<file path="config.mk">
export PLATFORM = sky130hd
export DESIGN_NAME = sopc_bus_arbiter
export DESIGN_NICKNAME = d
export VERILOG_FILES = /design/src/rtl/sopc_bus_arbiter.sv
export SDC_FILE = /design/constraint.sdc
export NUM_CORES = 1
export LEC_CHECK = 0
export ABC_AREA = 0
export CAP_MARGIN = 20
export CORE_MARGIN = 1
export CORE_UTILIZATION = 30
export DETAILED_ROUTE_END_ITERATION = 8
export PLACE_DENSITY_LB_ADDON = 0.2
export SLEW_MARGIN = 20
export SYNTH_ARGS = -nofsm -noshare
export SYNTH_HDL_FRONTEND = slang
export SYNTH_SLANG_ARGS = --single-unit
</file>
<file path="constraint.sdc">
create_clock -name clk -period 5.39 [get_ports clk]
set_clock_uncertainty 0.05 [all_clocks]
set_input_delay 1.078 -clock clk [delete_from_list [all_inputs] [get_ports clk]]
set_output_delay 1.078 -clock clk [all_outputs]
set_load 0.005 [all_outputs]
</file>
<file path="src/rtl/sopc_bus_arbiter.sv">
// sopc_bus_arbiter: round-robin arbiter for the shared SoPC slave bus.
// Serialises single-beat transactions; a watchdog errors out hung slaves.
module sopc_bus_arbiter #(
    parameter int NUM_MASTERS = 3,
    parameter int AW          = 32,
    parameter int DW          = 32,
    parameter int TIMEOUT     = 255
) (
    input  logic                          clk,
    input  logic                          rst_n,
    input  logic [NUM_MASTERS-1:0]        m_req,
    input  logic [NUM_MASTERS-1:0]        m_we,
    input  logic [NUM_MASTERS*AW-1:0]     m_addr,
    input  logic [NUM_MASTERS*DW-1:0]     m_wdata,
    input  logic [NUM_MASTERS*DW/8-1:0]   m_wstrb,
    output logic [NUM_MASTERS-1:0]        m_ack,
    output logic                          m_err,
    output logic [DW-1:0]                 m_rdata,
    output logic                          s_req,
    output logic                          s_we,
    output logic [AW-1:0]                 s_addr,
    output logic [DW-1:0]                 s_wdata,
    output logic [DW/8-1:0]               s_wstrb,
    input  logic                          s_ack,
    input  logic                          s_err,
    input  logic [DW-1:0]                 s_rdata,
    output logic [$clog2(NUM_MASTERS)-1:0] grant_id,
    output logic                          busy
);

    localparam int IW = $clog2(NUM_MASTERS);
    localparam int SW = DW / 8;
    localparam int TW = (TIMEOUT > 0) ? $clog2(TIMEOUT + 1) : 1;
    localparam logic [TW-1:0] TLIM = (TIMEOUT > 0) ? TW'(TIMEOUT - 1) : '0;

    typedef enum logic [1:0] {
        IDLE,
        ACCESS,
        RESP
    } state_e;

    state_e          state_q, state_d;
    logic [IW-1:0]   last_q, last_d;
    logic [IW-1:0]   gid_q, gid_d;
    logic            we_q, we_d;
    logic [AW-1:0]   addr_q, addr_d;
    logic [DW-1:0]   wdata_q, wdata_d;
    logic [SW-1:0]   wstrb_q, wstrb_d;
    logic [DW-1:0]   rdata_q, rdata_d;
    logic            err_q, err_d;
    logic [TW-1:0]   wd_q, wd_d;

    logic            win_vld;
    logic [IW-1:0]   win_id;
    logic [IW-1:0]   cand;
    int unsigned     idx;

    // Round robin: first requester at or above last+1, wrapping.
    always_comb begin
        win_vld = 1'b0;
        win_id  = '0;
        idx     = 0;
        cand    = '0;
        for (int k = 1; k <= NUM_MASTERS; k++) begin
            idx  = (int'(last_q) + k) % NUM_MASTERS;
            cand = IW'(idx);
            if (!win_vld && m_req[cand]) begin
                win_vld = 1'b1;
                win_id  = cand;
            end
        end
    end

    // Next-state logic: grant in IDLE, wait for ack or watchdog in ACCESS.
    always_comb begin
        state_d = state_q;
        last_d  = last_q;
        gid_d   = gid_q;
        we_d    = we_q;
        addr_d  = addr_q;
        wdata_d = wdata_q;
        wstrb_d = wstrb_q;
        rdata_d = rdata_q;
        err_d   = err_q;
        wd_d    = wd_q;
        unique case (state_q)
            IDLE: begin
                if (win_vld) begin
                    state_d = ACCESS;
                    last_d  = win_id;
                    gid_d   = win_id;
                    we_d    = m_we[win_id];
                    addr_d  = m_addr[win_id*AW +: AW];
                    wdata_d = m_wdata[win_id*DW +: DW];
                    wstrb_d = m_wstrb[win_id*SW +: SW];
                    wd_d    = '0;
                end
            end
            ACCESS: begin
                if (s_ack) begin
                    state_d = RESP;
                    rdata_d = we_q ? '0 : s_rdata;
                    err_d   = s_err;
                end else if (TIMEOUT != 0 && wd_q == TLIM) begin
                    state_d = RESP;
                    rdata_d = '0;
                    err_d   = 1'b1;
                end else begin
                    wd_d = wd_q + 1'b1;
                end
            end
            RESP: begin
                state_d = IDLE;
            end
            default: begin
                state_d = IDLE;
            end
        endcase
    end

    // State and command/response registers.
    always_ff @(posedge clk or negedge rst_n) begin
        if (!rst_n) begin
            state_q <= IDLE;
            last_q  <= IW'(NUM_MASTERS - 1);
            gid_q   <= '0;
            we_q    <= 1'b0;
            addr_q  <= '0;
            wdata_q <= '0;
            wstrb_q <= '0;
            rdata_q <= '0;
            err_q   <= 1'b0;
            wd_q    <= '0;
        end else begin
            state_q <= state_d;
            last_q  <= last_d;
            gid_q   <= gid_d;
            we_q    <= we_d;
            addr_q  <= addr_d;
            wdata_q <= wdata_d;
            wstrb_q <= wstrb_d;
            rdata_q <= rdata_d;
            err_q   <= err_d;
            wd_q    <= wd_d;
        end
    end

    assign s_req    = (state_q == ACCESS);
    assign busy     = (state_q != IDLE);
    assign s_we     = we_q;
    assign s_addr   = addr_q;
    assign s_wdata  = wdata_q;
    assign s_wstrb  = wstrb_q;
    assign grant_id = gid_q;
    assign m_rdata  = rdata_q;
    assign m_err    = (state_q == RESP) && err_q;
    assign m_ack    = (state_q == RESP)
                    ? ({{(NUM_MASTERS-1){1'b0}}, 1'b1} << gid_q)
                    : '0;

endmodule

</file>
==> results of run 1 <==
[final cells by class]
cell class	instances	area [sq um]
clock buffers	17	425
inverters	11	41.3
flip-flops and latches	115	2880
clock inverters	15	169
fillers	1895	9260
well taps	265	332
repair buffers	367	3640
multi-input cells	525	2910
[per-layer routing]
metal  wire length, um  part of all wire [%]
met1              9290                    41
met2             11300                    50
met3              1850                   8.1
met4               337                   1.5
met5                 0                     0
[worst min-delay path, stage by stage, from the launching register on]
cell and delay [ns]:
dfrtp_1 0.34, nand2_1 0.04, o21ai_0 0.06
[flip-flops by register name, indices dropped and copies added (netlist names)]
signal    cells
err_q         1
grant_id      1
last_q        2
m_rdata      32
s_addr       32
s_wdata      32
s_we          1
s_wstrb       4
state_q       2
wd_q          8
[placed cells by master, fill, tap and decap left out, drive strengths merged, types with 3 or more instances in the layout]
cell,n
dfrtp,114
nand2b,5
clkdlybuf4s50,353
nand3,3
o21ai,140
nor2,83
inv,19
clkinvlp,3
a22o,32
xor2,5
nand2,144
mux2i,4
buf,14
a21oi,6
a211oi,70
ha,6
clkbuf,17
[stage by stage]
stage,hold slack (ns),instance area (sq um)
after detailed placement,0.420,9800
after floorplan,0.423,6080
after global placement,0.411,9800
final,0.424,10400
after CTS,0.422,10400
after global routing,0.425,10400
[worst max path at each step]
| stage | startpoint | endpoint | cells past startpoint |
|---|---|---|---|
| after CTS | m_req[2] | s_addr[4]$_DFFE_PN0P_ | 8 |
| final | m_req[2] | s_addr[4]$_DFFE_PN0P_ | 8 |
| after global routing | m_req[2] | s_addr[4]$_DFFE_PN0P_ | 8 |
| after global placement | m_req[2] | s_wdata[26]$_DFFE_PN0P_ | 8 |
| after floorplan | m_req[2] | s_addr[21]$_DFFE_PN0P_ | 11 |
| after detailed placement | m_req[2] | s_wdata[22]$_DFFE_PN0P_ | 8 |
[cells by family (layout without fill, tap and decap cells)]
family	after synthesis	in the layout
DFF	115	115
adders and majority gates	6	6
buffers and inverters	74	410
xor gates and xnor gates	6	6
and+or+nand+nor	246	246
AOI/OAI and AO/OA	262	262
muxes	5	5
[power by group through the flow]
stage          combinational, uW  sequential [uW]  clock (uW)
2_1_floorplan               2400             1550           0
3_3_place_gp                4040             1520           0
3_5_place_dp                4090             1540           0
4_1_cts                     4090             1530        1180
5_1_grt                     4480             1580        1210
6_report                    4020             1520        1150
==> qor.yml, run 1 <==
syn-num-nets: 966
clk_path_buf_depth: 2
htree_levels: 4
whs_endpoint: "s_wdata[12]$_DFFE_PN0P_"
finalHoldViolations: 0
ys.flop_type: "dfrtp_1"
instances_no_fill: 1315
reg2reg_from: "last_q[1]$_DFFE_PN1P_"
clkTransAtPathRegs_ns: 0.06
p_seq_share_pct: 22.8
p_int_uw: 3770
use_met2_pct: 37.0
final_util_pct: 52.9
worstPathMaxFanout: 32
grt_max_degree: 71
r2r-end: "s_addr[4]$_DFFE_PN0P_"
post_cts_resized: 0
crit_type: "in -> reg"
critical_path.top_delay_family: "compound AO/OA/AOI/OAI gates"
clock-root-buffer: "clkbuf_16"
crit_path_start_kind: "input port"
min_path_cells: 2
clockPowerShare_pct: 17.2
drc: 0
initial_core_util_pct: 31.0
end_kind: "register"
synth_top_area_share_pct: 46.9
syn2layout_area_growth_pct: 70.9
synth_compound_area_share_pct: 28.2
drt_iter0_markers: 292
p_sw_share_pct: 43.6
coreArea_sq_um: 19700
total_leakage_power_uw: 0.00434
worstPathRequired_ns: 5.67
fin_crit_sh_pct: 66.6
syn_inst: 714
path_cells: "clkdlybuf4s50_1, mux2i_1, o21ai_1, inv_1, a31oi_4, buf_4, o21ai_0, o21ai_0"
ir_worst_vdd_uv: 492
synthAdderAreaFrac_pct: 1.23
yosysMostFrequentCell: "nand2_1"
synth_top_family_by_area: "compound AO/OA/AOI/OAI gates"
power_frac_comb_pct: 60.1
hold_start: "s_wdata[12]$_DFFE_PN0P_"
ios: 355
synthMuxAreaShare_pct: 0.843
power_uw: 6700
routed_via_density: 4.88
fmax_ghz: 0.278
vias: 6423
antenna_left: 0
critPathArrivalTime_ns: 3.87
final_layout_size_suffix_gt1_share_pct: 6.29
finalSetupViolCount: 0
p_per_area_nw_per_um2: 644
tritoncts: "built"
post-place-ws_ns: 1.37
grt_pass1_wl_um: 34900
postCtsSetupBuffers: 0
track_usage_pct: 21.8
switching_power_uw: 2920
synth_xor_area_share_pct: 0.864
synth.area.top_cells: "dfrtp_1, o21ai_0, nand2_1"
synthArstFlopShare_pct: 100
max_cap_violations: 0
r2r_cells: 8
ys_types: 43
grt_use_met3_pct: 6.39
synth_top_cell_by_area: "dfrtp_1"
min_period_ns: 3.59
worst_slack_ns: 1.80
clock-sinks: 115
diodes: 0
cts_made_buffers: 17
antenna_found_initial: 0
dieHeight_um: 144
seq_area_frac_synth_pct: 47.3
cts.hold.buffers_added: 0
grt_overflow: 0
min_path_type: "reg -> reg"
finalMaxSlewViolations: 0
synthSimpleGateAreaFrac_pct: 16.1
globalRouteMet1Util_pct: 26.5
worst_skew_pair.late_latency_ns: 0.42
ys_seq_elements: 115
tightestPinTransition_ns: 1.01
synth_area_per_cell_sq_um: 8.52
numPortBuffers: 354
hpwl_um: 15700
status: "finished, final reports clean"
tns_ns: 0
dr.pass1.iters: 4
wl_per_cell_um: 17.3
num-nets-final: 1289
grt_pass1_vias: 6287
slowest_stage: "a31oi_4"
path_common_cell: "o21ai_0"
synthTopCellsByCount: "nand2_1, dfrtp_1, o21ai_0"
grt_busiest_layer: "met2"
dieArea_sq_um: 20900
slew_headroom_pct: 33.0
synth_edf_count: 0
synth_area_sq_um: 6080
r2r_slack_ns: 2.18
rsz0062_at_grt: "false"
die_x_um: 144
slowest_delay_ns: 0.73
yosysWarnings: 0
dp.cells: 1283
critPathBufInv: 3
rows: 51
gp_congestion: 0.847
totalWireLength_um: 22700
(Power assumes the default switching activity.)
==> run 2, diff against run 1 <==
==> constraint.sdc (replaced) <==
create_clock -name clk -period 3.3 [get_ports clk]
set_clock_uncertainty 0.05 [all_clocks]
set_input_delay 0.66 -clock clk [delete_from_list [all_inputs] [get_ports clk]]
set_output_delay 0.66 -clock clk [all_outputs]
set_load 0.005 [all_outputs]
==> run 2 against run 1 <==
Non-clock buffer count rose by 4. Combinational power rose by 67%. Cell area rose by 1.3%. First-iteration DRC count fell by 28%. Flip-flop and latch count did not move. Hold slack got worse by 0.22 ns. Count of clock-buffer cells in the layout did not move. Power rose by 67%.
==> qor.yml, run 2 (same netlist as run 1, synthesis figures left out) <==
cts.hold.buffers_added: 0  # unchanged
vias: 6465  # +0.65%
final_cell_mix: "clkdlybuf4s50_1, nand2_1, o21ai_0, dfrtp_1, nor2_1"
grt_pass1_vias: 6350  # +1.0%
clock-sinks: 115  # unchanged
rsz0062_at_grt: "false"
coreArea_sq_um: 19700  # unchanged
rows: 51  # unchanged
wl_per_cell_um: 17.4  # +0.52%
gp_congestion: 0.825  # -2.6%
post_cts_resized: 0  # unchanged
die_x_um: 144  # unchanged
crit_type: "reg -> reg"
dieHeight_um: 144  # unchanged
status: "finished, final reports clean"
hpwl_um: 15700  # about the same
tns_ns: 0  # unchanged
clk_path_buf_depth: 2  # unchanged
antenna_found_initial: 0  # unchanged
diodes: 0  # unchanged
fin_crit_sh_pct: 90.2
antenna_left: 0  # unchanged
clkTransAtPathRegs_ns: 0.06  # about the same
final_common_cell: "clkdlybuf4s50_1"
track_usage_pct: 22.0  # +0.18 points
worstPathRequired_ns: 3.57  # -2.10 ns
postLayoutCellArea_sq_um: 10500  # +1.3%
grt_overflow: 0  # unchanged
htree_levels: 4  # unchanged
r2r_cells: 8  # unchanged
total_leakage_power_uw: 0.00440  # +1.4%
min_period_ns: 2.98
hold_ws_ns: 0.207  # -0.218 ns
cts_made_buffers: 17  # unchanged
slew_headroom_pct: 32.4  # -0.58 points
crit_path_start_kind: "register"
num-nets-final: 1293  # +0.31%
drt_iter0_markers: 211  # -28%
grt_max_degree: 71  # unchanged
finalSetupViolCount: 0  # unchanged
reg2reg_from: "last_q[0]$_DFFE_PN0P_"
tritoncts: "built"
ir_worst_vdd_uv: 896  # +82%
dr.pass1.iters: 4  # unchanged
r2r-end: "s_wdata[16]$_DFFE_PN0P_"
final_layout_size_suffix_gt1_share_pct: 6.74  # +0.45 points
finalMaxSlewViolations: 0  # unchanged
ios: 355  # unchanged
drc: 0  # unchanged
worst_skew_pair.late_latency_ns: 0.41  # about the same
tightestPinTransition_ns: 1.01  # +0.00864 ns
clock-root-buffer: "clkbuf_16"
max_cap_violations: 0  # unchanged
syn2layout_area_growth_pct: 73.1
postCtsSetupBuffers: 0  # unchanged
dieArea_sq_um: 20900  # unchanged
worstPathMaxFanout: 69  # +120%
initial_core_util_pct: 31.0  # unchanged
r2r_slack_ns: 0.32  # -1.86 ns
totalWireLength_um: 22900  # +0.83%
placed_area_sq_um: 9890  # +0.94%
end_kind: "register"
p_per_area_nw_per_um2: 1060  # +65%
fmax_ghz: 0.336
grt_pass1_wl_um: 34900  # -0.14%
min_path_type: "in -> async"
critPathArrivalTime_ns: 3.24  # -0.63 ns
finalHoldViolations: 0  # unchanged
numPortBuffers: 354  # unchanged
routed_via_density: 4.90  # +0.35%
[run 2: cell types whose count changed in the layout (fill, tap and decap cells not counted), sizes merged]
| cell | previous run | this run |
|---|---|---|
| bufinv | 2 | 4 |
| clkinv | 2 | 7 |
| buf | 14 | 18 |
| clkinvlp | 3 | 2 |
| inv | 19 | 13 |
[run 2: worst max-delay path by stage]
stage / startpoint / end / slack [ns] / depth (start not counted)
detailed placement: m_req[2] / s_wdata[21]$_DFFE_PN0P_ / 0.04 / 7
finish: last_q[0]$_DFFE_PN0P_ / s_wdata[16]$_DFFE_PN0P_ / 0.32 / 8
floorplan: last_q[0]$_DFFE_PN0P_ / s_addr[21]$_DFFE_PN0P_ / 0.77 / 13
CTS: last_q[0]$_DFFE_PN0P_ / s_addr[11]$_DFFE_PN0P_ / 0.22 / 8
global placement: m_req[0] / s_wdata[1]$_DFFE_PN0P_ / 0.13 / 7
global route: last_q[0]$_DFFE_PN0P_ / s_wdata[21]$_DFFE_PN0P_ / 0.07 / 8
[run 2: area by class of cell]
class | instances | area, sq um
Fill cell | 1852 | 9130
Timing Repair Buffer | 371 | 3730
Multi-Input combinational cell | 525 | 2910
Sequential cell | 115 | 2880
Clock buffer | 17 | 425
Tap cell | 265 | 332
Clock inverter | 15 | 206
Inverter | 11 | 41.3
[run 2: metrics by stage]
step	total power, uW	setup WS (ns)	utilization, %	instances
3_3_place_gp	9240	0.133	50.3	1287
3_5_place_dp	9340	0.0383	50.3	1287
5_1_grt	12100	0.0689	53.6	1319
6_report	11200	0.325	53.6	1319
4_1_cts	11400	0.218	53.6	1319
2_1_floorplan	6440	0.770	-	714
[run 2: worst max-delay path, stage by stage, from the launching register on]
cell      delay, ns
dfrtp_1        0.43
inv_1          0.12
ha_2           0.46
nand2_1        0.09
o22ai_2        0.25
o221a_2        0.29
a31o_4         0.77
a211oi_1       0.16
o21ai_0        0.22
[run 2: report_power, final]
group	leakage, uW	internal [uW]	switching [uW]	total, uW
registers	0.00144	2130	366	2490
logic	0.00266	3050	3670	6710
clock network	0.000304	1270	704	1970
total	0.00440	6440	4740	11200
[run 2: per-layer routing]
metal / vias up / GRT usage, % / wire, um
met5: - / 0 / 0
met4: 0 / 8.48 / 487
met3: 33 / 6.52 / 1840
met2: 243 / 37.2 / 11500
met1: 3026 / 26.0 / 9120
li1: 3163 / - / -
==> run 3, diff against run 2 <==
--- a/config.mk
+++ b/config.mk
@@ -5,7 +5,7 @@
 export SDC_FILE = /design/constraint.sdc
 export NUM_CORES = 1
 export LEC_CHECK = 0
-export ABC_AREA = 0
+export ABC_AREA = 1
 export CAP_MARGIN = 20
 export CORE_MARGIN = 1
 export CORE_UTILIZATION = 30
==> run 3 against run 2 <==
First-iteration DRC count is 95% higher. Hold slack worse by 0.015 ns. Cell count is 39% higher. Power is 0.22% lower. Synthesized cell count is 64% higher. Utilization is 4.5 points lower. Routed wire length is 16% higher. Largest power group unchanged. Maximum frequency is 11% higher. Synthesized area is 22% higher. Non-clock buffer count stayed put.
==> qor.yml, run 3 <==
dieHeight_um: 159  # +10%
final_cell_mix: "clkdlybuf4s50_1, inv_1, nand3_1"
vias: 8109  # +25%
worstPathMaxFanout: 69  # unchanged
postLayoutCellArea_sq_um: 11900  # +13%
ir_worst_vdd_uv: 660  # -26%
grt_use_met3_pct: 6.80  # +0.28 points
grt_max_degree: 74  # +4.2%
synthArstFlopShare_pct: 100  # unchanged
ios: 355  # unchanged
critical_path.top_delay_family: "simple AND/OR/NAND/NOR gates"
clock-sinks: 115  # unchanged
path_cells: "inv_1, ha_1, inv_2, nand3_1, nand2_1, nand3_1, nand3_4, nand2_2, buf_12, nand2_1, nand3_1, nand2_1"
globalRouteMet1Util_pct: 26.3  # +0.27 points
placed_area_sq_um: 11300  # +14%
clk_path_buf_depth: 2  # unchanged
routed_via_density: 4.42  # -9.8%
ys_seq_elements: 115  # unchanged
slew_headroom_pct: 60.0  # +28 points
yosysMostFrequentCell: "inv_1"
drt_iter0_markers: 412  # +95%
crit_type: "reg -> reg"
grt_pass1_vias: 7861  # +24%
worst_skew_pair.late_latency_ns: 0.42  # about the same
tns_ns: 0  # unchanged
final_layout_size_suffix_gt1_share_pct: 4.17  # -2.6 points
ys_types: 28  # -35%
synth_area_per_cell_sq_um: 6.31  # -26%
synth_area_sq_um: 7400  # +22%
antenna_left: 0  # unchanged
num-nets-final: 1749  # +35%
totalWireLength_um: 26700  # +16%
wl_per_cell_um: 14.6  # -16%
rsz0062_at_grt: "false"
rows: 57  # +12%
syn2layout_area_growth_pct: 60.9
fin_crit_sh_pct: 81.4  # -8.8 points
synthTopCellsByCount: "inv_1, nand3_1, nor2_1"
grt_pass1_wl_um: 42700  # +23%
p_per_area_nw_per_um2: 937  # -12%
power_uw: 11200  # -0.22%
max_cap_violations: 0  # unchanged
tightestPinTransition_ns: 0.600  # -0.414 ns
min_path_type: "in -> async"
r2r_slack_ns: 0.61  # +0.29 ns
die_x_um: 159  # +10%
finalHoldViolations: 0  # unchanged
synth_edf_count: 0  # unchanged
fmax_ghz: 0.372  # +11%
dieArea_sq_um: 25300  # +21%
critPathBufInv: 3  # +2
numPortBuffers: 354  # unchanged
finalSetupViolCount: 0  # unchanged
grt_overflow: 0  # unchanged
total_leakage_power_uw: 0.00618  # +40%
final_common_cell: "clkdlybuf4s50_1"
antenna_found_initial: 1  # +1
ys.flop_type: "dfrtp_1"
min_period_ns: 2.69  # -0.290 ns
slowest_stage: "ha_1"
htree_levels: 4  # unchanged
clock-root-buffer: "clkbuf_16"
synth_top_area_share_pct: 38.6  # -8.3 points
crit_path_start_kind: "register"
cts.hold.buffers_added: 0  # unchanged
syn-num-nets: 1425  # +48%
clkTransAtPathRegs_ns: 0.06  # about the same
coreArea_sq_um: 24200  # +23%
synth.area.top_cells: "dfrtp_1, nand3_1, inv_1"
slowest_delay_ns: 0.45  # -0.32 ns
r2r-end: "s_addr[28]$_DFFE_PN0P_"
drc: 0  # unchanged
tritoncts: "built"
reg2reg_from: "last_q[0]$_DFFE_PN0P_"
use_met2_pct: 35.0  # -2.2 points
hold_ws_ns: 0.192  # -0.0152 ns
r2r_cells: 12  # +4
track_usage_pct: 21.5  # -0.47 points
cts_made_buffers: 17  # unchanged
seq_area_frac_synth_pct: 38.9  # -8.4 points
status: "finished, final reports clean"
dr.pass1.iters: 4  # unchanged
finalMaxSlewViolations: 0  # unchanged
syn_inst: 1173  # +64%
hpwl_um: 18600  # +18%
dp.cells: 1802  # +40%
grt_busiest_layer: "met2"
worstPathRequired_ns: 3.55  # -0.02 ns
end_kind: "register"
synth_top_cell_by_area: "dfrtp_1"
initial_core_util_pct: 30.5  # -0.44 points
critPathArrivalTime_ns: 2.94  # -0.30 ns
instances_no_fill: 1835  # +39%
gp_congestion: 0.876  # +6.2%
postCtsSetupBuffers: 0  # unchanged
yosysWarnings: 0  # unchanged
post_cts_resized: 0  # unchanged
## run 3: kinds of logic after synthesis
group | after synthesis | synth area share (%)
compound gates | 46 | 3.15
xor+xnor | 3 | 0.355
fa+ha+maj | 6 | 1.01
buf+inv | 331 | 17.7
flops | 115 | 38.9
simple gates | 672 | 38.9
## run 3: worst max path at each step
| stage | start | to | slack, ns | depth (start not counted) |
|---|---|---|---|---|
| finish | last_q[0]$_DFFE_PN0P_ | s_addr[28]$_DFFE_PN0P_ | 0.61 | 12 |
| detailed placement | m_req[2] | s_wdata[11]$_DFFE_PN0P_ | 0.24 | 11 |
| global placement | m_req[2] | s_wdata[11]$_DFFE_PN0P_ | 0.30 | 11 |
| floorplan | last_q[0]$_DFFE_PN0P_ | s_addr[0]$_DFFE_PN0P_ | 1.15 | 15 |
| CTS | last_q[0]$_DFFE_PN0P_ | s_wdata[11]$_DFFE_PN0P_ | 0.57 | 13 |
| global route | last_q[0]$_DFFE_PN0P_ | s_addr[18]$_DFFE_PN0P_ | 0.28 | 13 |
## run 3: report_power, final
part	switching, uW	internal [uW]	total, uW	leakage, uW
Sequential	331	2090	2420	0.00144
Combinational	3910	2860	6780	0.00444
Clock	806	1150	1950	0.000298
Total	5050	6100	11200	0.00618
## run 3: metal layers
layer / vias to the layer above / share of wire, %
li1: 4164 / -
met1: 3627 / 42
met2: 279 / 46
met3: 39 / 8.1
met4: 0 / 3.2
met5: - / 0
## run 3: layout make-up
type | count | area (sq um)
flip-flops and latches | 115 | 2880
inverters | 265 | 995
well taps | 324 | 405
repair buffers | 371 | 3790
clock buffers | 17 | 425
clock inverters | 15 | 183
diodes | 1 | 2.50
fillers | 2477 | 12300
multi-input cells | 727 | 3230
## run 3: per-stage QoR
stage          setup slack (ns)  utilization [%]
6_report                  0.614             49.1
5_1_grt                   0.280             49.1
4_1_cts                   0.566             49.1
3_5_place_dp              0.245             46.6
3_3_place_gp              0.302             46.6
2_1_floorplan              1.15                -
